==> src/rtl/wb_pkg.sv <==
// Shared encodings for the RV32I writeback stage.
// Result-source selects, load funct3 codes and the stage-register state type.
package wb_pkg;

   localparam logic [1:0] WB_SEL_PC4 = 2'd0;
   localparam logic [1:0] WB_SEL_ALU = 2'd1;
   localparam logic [1:0] WB_SEL_MEM = 2'd2;
   localparam logic [1:0] WB_SEL_CSR = 2'd3;

   localparam logic [2:0] LD_LB  = 3'b000;
   localparam logic [2:0] LD_LH  = 3'b001;
   localparam logic [2:0] LD_LW  = 3'b010;
   localparam logic [2:0] LD_LBU = 3'b100;
   localparam logic [2:0] LD_LHU = 3'b101;

   typedef enum logic {
      ST_EMPTY = 1'b0,
      ST_FULL  = 1'b1
   } wb_state_e;

endpackage

==> src/rtl/wb_load_ext.sv <==
// Combinational load alignment, sign/zero extension and misalign detection.
// Only a 32-bit datapath is extended; other widths pass the word through.
module wb_load_ext
   import wb_pkg::*;
#(
   parameter int XLEN = 32
) (
   input  logic [2:0]      funct3,
   input  logic [1:0]      off,
   input  logic [XLEN-1:0] word,
   output logic [XLEN-1:0] data,
   output logic            misalign
);

   always_comb begin
      misalign = 1'b0;
      case (funct3)
         LD_LB, LD_LBU: misalign = 1'b0;
         LD_LH, LD_LHU: misalign = off[0];
         default:       misalign = (off != 2'b00);
      endcase
   end

   generate
      if (XLEN == 32) begin : g_ext
         logic [7:0]  b;
         logic [15:0] h;

         assign b = word[{off, 3'b000} +: 8];
         assign h = word[{off[1], 4'b0000} +: 16];

         always_comb begin
            data = word;
            case (funct3)
               LD_LB:   data = {{(XLEN-8){b[7]}}, b};
               LD_LBU:  data = {{(XLEN-8){1'b0}}, b};
               LD_LH:   data = {{(XLEN-16){h[15]}}, h};
               LD_LHU:  data = {{(XLEN-16){1'b0}}, h};
               default: data = word;
            endcase
         end
      end else begin : g_pass
         assign data = word;
      end
   endgenerate

endmodule

==> src/rtl/wb_stage.sv <==
// RV32I writeback stage: single registered entry driving the register-file write port.
// Define WB_RETIRE_CNT_EN to add the retire_cnt output and its counter.
module wb_stage
   import wb_pkg::*;
#(
   parameter int XLEN       = 32,
   parameter int REG_ADDR_W = 5,
   parameter int LINK_REG   = 1
`ifdef WB_RETIRE_CNT_EN
  ,parameter int CNT_W      = 64
`endif
) (
   input  logic                  clk,
   input  logic                  rst,
   input  logic                  in_valid,
   output logic                  in_ready,
   input  logic [1:0]            in_wb_sel,
   input  logic                  in_wa_sel,
   input  logic [REG_ADDR_W-1:0] in_rd,
   input  logic                  in_rf_we,
   input  logic [XLEN-1:0]       in_pc4,
   input  logic [XLEN-1:0]       in_alu,
   input  logic [XLEN-1:0]       in_mem_rdata,
   input  logic [XLEN-1:0]       in_csr,
   input  logic [2:0]            in_ld_funct3,
   input  logic [1:0]            in_ld_off,
   input  logic                  flush,
   input  logic                  rf_stall,
   output logic                  rf_we,
   output logic [REG_ADDR_W-1:0] rf_waddr,
   output logic [XLEN-1:0]       rf_wdata,
   output logic                  misalign_err
`ifdef WB_RETIRE_CNT_EN
  ,output logic [CNT_W-1:0]      retire_cnt
`endif
);

   wb_state_e             state_q, state_d;
   logic                  we_q, we_d;
   logic                  mis_q, mis_d;
   logic [REG_ADDR_W-1:0] waddr_q, waddr_d;
   logic [XLEN-1:0]       wdata_q, wdata_d;

   logic [XLEN-1:0]       ld_data;
   logic                  ld_mis;
   logic [XLEN-1:0]       wdata_sel;
   logic [REG_ADDR_W-1:0] waddr_sel;
   logic                  mis_sel;
   logic                  full, retire, accept;

   wb_load_ext #(.XLEN(XLEN)) u_load_ext (
      .funct3   (in_ld_funct3),
      .off      (in_ld_off),
      .word     (in_mem_rdata),
      .data     (ld_data),
      .misalign (ld_mis)
   );

   assign full      = (state_q == ST_FULL);
   assign in_ready  = !full || !rf_stall;
   assign retire    = full && !rf_stall;
   assign accept    = in_valid && in_ready && !flush;
   assign waddr_sel = in_wa_sel ? in_rd : REG_ADDR_W'(LINK_REG);
   assign mis_sel   = (in_wb_sel == WB_SEL_MEM) && ld_mis;

   always_comb begin
      wdata_sel = in_alu;
      unique case (in_wb_sel)
         WB_SEL_PC4: wdata_sel = in_pc4;
         WB_SEL_ALU: wdata_sel = in_alu;
         WB_SEL_MEM: wdata_sel = ld_data;
         WB_SEL_CSR: wdata_sel = in_csr;
         default:    wdata_sel = in_alu;
      endcase
   end

   // flush wins over both accept and retire
   always_comb begin
      state_d = state_q;
      we_d    = we_q;
      mis_d   = mis_q;
      waddr_d = waddr_q;
      wdata_d = wdata_q;
      if (flush) begin
         state_d = ST_EMPTY;
      end else if (accept) begin
         state_d = ST_FULL;
         we_d    = in_rf_we;
         mis_d   = mis_sel;
         waddr_d = waddr_sel;
         wdata_d = wdata_sel;
      end else if (retire) begin
         state_d = ST_EMPTY;
      end
   end

   always_ff @(posedge clk or posedge rst) begin
      if (rst) begin
         state_q <= ST_EMPTY;
         we_q    <= 1'b0;
         mis_q   <= 1'b0;
         waddr_q <= '0;
         wdata_q <= '0;
      end else begin
         state_q <= state_d;
         we_q    <= we_d;
         mis_q   <= mis_d;
         waddr_q <= waddr_d;
         wdata_q <= wdata_d;
      end
   end

   assign rf_we        = full && we_q && (waddr_q != '0) && !mis_q;
   assign rf_waddr     = waddr_q;
   assign rf_wdata     = wdata_q;
   assign misalign_err = full && mis_q;

`ifdef WB_RETIRE_CNT_EN
   logic [CNT_W-1:0] cnt_q, cnt_d;

   always_comb begin
      cnt_d = cnt_q;
      if (retire && !flush) cnt_d = cnt_q + 1'b1;
   end

   always_ff @(posedge clk or posedge rst) begin
      if (rst) cnt_q <= '0;
      else     cnt_q <= cnt_d;
   end

   assign retire_cnt = cnt_q;
`endif

endmodule

==> config.mk <==
export PLATFORM = sky130hd
export DESIGN_NAME = wb_stage
export DESIGN_NICKNAME = d
export VERILOG_FILES = /design/src/rtl/wb_pkg.sv /design/src/rtl/wb_load_ext.sv /design/src/rtl/wb_stage.sv
export SDC_FILE = /design/constraint.sdc
export NUM_CORES = 1
export LEC_CHECK = 0
export BUFFER_PORTS_ARGS = -buffer_cell sky130_fd_sc_hd__buf_2
export CORE_ASPECT_RATIO = 0.9
export CORE_MARGIN = 2
export CORE_UTILIZATION = 48
export DETAILED_ROUTE_END_ITERATION = 10
export PLACE_DENSITY = 0.88
export SLEW_MARGIN = 25
export SYNTH_ARGS = -nofsm -noshare
export SYNTH_HDL_FRONTEND = slang
export SYNTH_HIERARCHICAL = 1
export SYNTH_SLANG_ARGS = --single-unit
==> constraint.sdc <==
create_clock -name clk -period 3.6 [get_ports clk]
set_clock_uncertainty 0.1 [all_clocks]
set_input_delay 0.54 -clock clk [delete_from_list [all_inputs] [get_ports clk]]
set_output_delay 0.54 -clock clk [all_outputs]
set_load 0.01 [all_outputs]
# == Word level (Yosys, flattened, before mapping) ==
# Cells that the tools add are included.
# Widths: inputs -> output; s select.
# totals
rom_bits,0
out_inout_bits,40
mem_bits_rw,0
latch_bits,0
reg_bits,40
mem_count,0
# classes
eq_ne,6
n_mux,7
n_addsub,0
div_mod_pow,0
mul,0
n_reduce_logical,21
magnitude_cmp,0
shifts,2
bitwise,1
# op_table
cell,n
$pmux 32 s4,2
$shiftx 32x6->16,1
$shiftx 32x6->8,1
$logic_and 1x1->1,8
$eq 3x3->1 const B,2
$mux 5,1
$reduce_bool 5->1,1
$eq 2x2->1 const B,2
$logic_not 1->1,4
$reduce_or 2->1,2
$eq 3x1->1 const B,1
$logic_not 3->1,1
$mux 1,3
$reduce_bool 3->1,1
$eq 2x1->1 const B,1
$logic_not 2->1,1
$pmux 1 s2,1
$reduce_and 2->1,1
$reduce_bool 2->1,1
$logic_or 1x1->1,1
$not 1->1,1

# == Depth between registers and ports, before layout ==
# depth
ltp_word,6
ltp_mapped,9
depth_no_buf,6

# == Cells and area by module ==
# Netlist, hierarchy kept.
# modules_own_cells
mod,n_inst,cells_each,area_each_um2
wb_stage,1,142,2373.5
wb_load_ext,1,133,742.0

# == Least setup slack after synthesis ==
# OpenSTA, ideal clock, no wires.
# synth_timing
path_type,input to register
startpoint,input in_ld_off[0]
endpoint,"register wdata_q[24], in the netlist rf_wdata[24]"
path_stages,7
arrival_ns,2.280
n_path_buf,1
path_slack_ns,1.095
cell_sequence,mux2_4 and3_4 a2111oi_4 buf_6 a21oi_1 mux4_1 mux2_2
# synth_between
elab_chain_len,3
# synth_rtl
item,line_no,rtl
start: declaration,wb_stage.sv:26,"input logic [1:0] in_ld_off,"
$shiftx 32x6->8,wb_load_ext.sv:29,"assign b = word[{off, 3'b000} +: 8];"
$pmux 32 s4,wb_load_ext.sv:34,case (funct3)
via ld_data[24],wb_stage.sv:44,logic [XLEN-1:0] ld_data;
$pmux 32 s4,wb_stage.sv:68,unique case (in_wb_sel)
end signal: assignment,wb_stage.sv:109,wdata_q <= wdata_d;
end: declaration,wb_stage.sv:42,"logic [XLEN-1:0] wdata_q, wdata_d;"
# The timed path passes the listed nets, and every way through them passes these cells.
# A chain may end at the register's enable or synchronous reset.

# == Final worst setup path ==
# layout_timing
startpoint,input in_ld_off[1]
endpoint,"register wdata_q[28], in the netlist rf_wdata[28]"
# layout_between
elab_chain_len,3
elab_cells_between_ends,4
cone_classes,shift: 2; mux: 2
# layout_rtl
item,line_no
$shiftx 32x6->16 / $shiftx 32x6->8 (equally long branches),"wb_load_ext.sv:30, wb_load_ext.sv:29"
$pmux 32 s4 *,wb_load_ext.sv:34
via ld_data[28],wb_stage.sv:44
$pmux 32 s4 *,wb_stage.sv:68
# Mark *: on every way through the listed nets, which the timed path passes. The rest lies on a longest branch.

==> metrics.md <==
| Metric | Value |
|---|---|
| Status | completed |
| Worst reg-to-reg path cell count | 4 |
| Placed Cells incl. Taps | 528 |
| Async SR Flop Fraction | 100% |
| # nets final | 595 |
| Initial antenna violation count | 0 |
| Via/cell ratio | 5.59 |
| Core Box Area | 6180 um^2 |
| Count of cell types in the netlist | 32 |
| Cell Count, Final, Fillers Out | 536 |
| Max VDD drop | 0.000158 V |
| Dpl ws | 0.413 ns |
| Worst-Margin Slew | 0.933 ns |
| Area leader, netlist | dfrtp_1 |
| Initial core utilization | 50.4% |
| Sequential area share after synthesis | 32.1% |
| Number of diodes | 0 |
| Pwr Density | 370 nW/um^2 |
| Final worst slack | 0.691 ns |
| Clk slew on worst S/H paths | 0.09 ns |
| CTS Sinks | 40 |
| Syn_area_per_cell | 11.3 um^2 |
| GRT Residual Overflow | 0 |
| CP Class | input pin to register |
| Clock tree root buffer cell | clkbuf_8 |
| CP Data Arrival Time | 2.99 ns |
| # rows | 27 |
| DRT Pass-1 Iters | 4 |
| Final Core Density | 66.8% |
| Layout cell share with drive strength beyond 1 | 59.5% |
| EDFF count, synth | 0 |
| Htree depth | 2 |
| Die span in x | 88.9 um |
| I/O Pins | 187 |
| Die area | 7150 um^2 |
| Vias | 2994 |
| First-pass GRT wire length | 14600 um |
| Num CTS Buffers | 5 |
| Cts repair resizes | 0 |
| Count of final max-slew check failures | 0 |
| Hold-fix buffers at CTS | 0 |
| Yosys warning count | 6 |
| Worst-Skew Late Latency | 0.29 ns |
| Worst slew margin | 37.8% |
| Max cap viols | 0 |
| Setup Buffers After CTS | 0 |
| # setup viols final | 0 |
| Fin area | 4130 um^2 |
| FF+latch count, synth | 40 |
| Period utilisation layout | 80.8% |
| FF-to-FF End | rf_wdata[8] |
| Ys flop type | dfrtp_1 |
| Critical path origin | in_ld_off[1] |
| Fin Setup TNS | 0 ns |
| Die H | 80.4 um |
| Commonest cells after routing, fill and taps aside | 186 x buf_2, 40 x nand2_1, 40 x dfrtp_1, 36 x mux2_2, 29 x mux4_2 |
| PortBufs | 186 |
| DP Area | 4020 um^2 |
| Routed wire length | 9810 um |
| Crit start category | input pin |
| Highest clock rate | 344 MHz |
| Synth top area share | 32.1% |
| CTS tree | yes |
| Tmin final | 2.91 ns |
| Largest net degree at the start of global routing | 41 |
| Syn Inst Count | 275 |
| Crit Path Max Fanout | 24 |
| Vias in the first global route | 3011 |
| Placed wire-length estimate | 7770 um |
| Static Leak | 2.09 nW |
| Crit. End Element | register |
| Worst Setup EP | rf_wdata[28] |
| Gr usage total | 27.5% |
| Commonest non-fill, non-tap cell in the layout | buf_2 |
| Syn Nets | 422 |
| RSZ-0062 raised after global routing | no |
| Routed wire per std cell | 18.3 um |
| DRT antenna net count | 0 |
| FF-to-FF Start | full |
| DRC viols | 0 |
| Mapped Area | 3120 um^2 |
| Clk buf depth | 2 |
| CP required | 3.68 ns |
| Hold Crit Class | input pin to asynchronous set/reset pin |
| Final hold violation count | 0 |
| Fillcell total | 493 |
| R2R Setup Slk | 1.51 ns |
| Ranking of synthesized cells by area | dfrtp_1 32%, mux4_2 21%, mux2_2 13% |
| DR iter-0 viols | 191 |
| Layout Area Growth over Synthesis | 32.6% |
| Routability-driven placement congestion ratio | 0.921 |
## logic make-up after synthesis
logic type | after synthesis | synth area share (%)
buffers and inverters | 45 | 7.99
AOI/OAI and AO/OA | 45 | 9.72
DFF | 40 | 32.1
and+or+nand+nor | 70 | 11.2
muxes | 75 | 38.9
## critical path, cell delays in order
cell,delay [ns]
buf_2,0.33
mux2i_1,0.26
nor3b_1,0.10
a2111oi_4,0.85
a21oi_1,0.12
mux4_2,0.51
mux2_2,0.27
## worst min-delay path by stage
stage                        end  slack, ns  depth (start not counted)
floorplan                   we_q       0.38                          1
global placement     rf_wdata[0]       0.38                          1
detailed placement  rf_wdata[30]       0.39                          1
CTS                 rf_wdata[10]       0.26                          3
global route        rf_wdata[10]       0.30                          3
finish              rf_wdata[10]       0.25                          3
## through the flow
stage,hold slack [ns],total power [W]
final,0.250,0.00153
after global routing,0.298,0.00161
after CTS,0.260,0.00154
after detailed placement,0.388,0.00116
after global placement,0.382,0.00113
after floorplan,0.380,0.000919
## Yosys cell counts (7+ instances only)
| library cell | count |
|---|---|
| inv_1 | 21 |
| nand2_1 | 40 |
| a22oi_1 | 7 |
| a221o_1 | 7 |
| nand2b_1 | 8 |
| dfrtp_1 | 40 |
| mux2_2 | 36 |
| a21oi_1 | 20 |
| mux4_2 | 29 |
| buf_2 | 10 |
| o21ai_0 | 9 |
| clkbuf_1 | 8 |
## sequential cells by signal (all words and copies together) (netlist names)
register and count:
rf_wdata 32, full 1, we_q 1, rf_waddr 5, mis_q 1
## per-layer routing
layer	global-route usage (%)	vias up	wire length, um
met1	32.4	1485	3820
met2	49.5	136	5080
met3	6.27	14	740
li1	-	1359	-
met5	0	-	0
met4	8.03	0	178
## area by class of cell
cell class	count	area [um^2]	area share, %
multi-input combinational	190	1870	45.2
sequential	40	1000	24.2
timing repair buffer	190	961	23.3
tap	87	109	2.64
inverter	21	78.8	1.91
clock buffer	5	68.8	1.67
clock inverter	3	46.3	1.12
## where the power goes
group          internal [W]  switching [W]  total, W
Sequential         0.000544      0.0000509  0.000595
Combinational      0.000294       0.000258  0.000551
Clock              0.000209       0.000171  0.000380
Total               0.00105       0.000480   0.00153
Note: power is estimated with default switching activity, not from simulation.
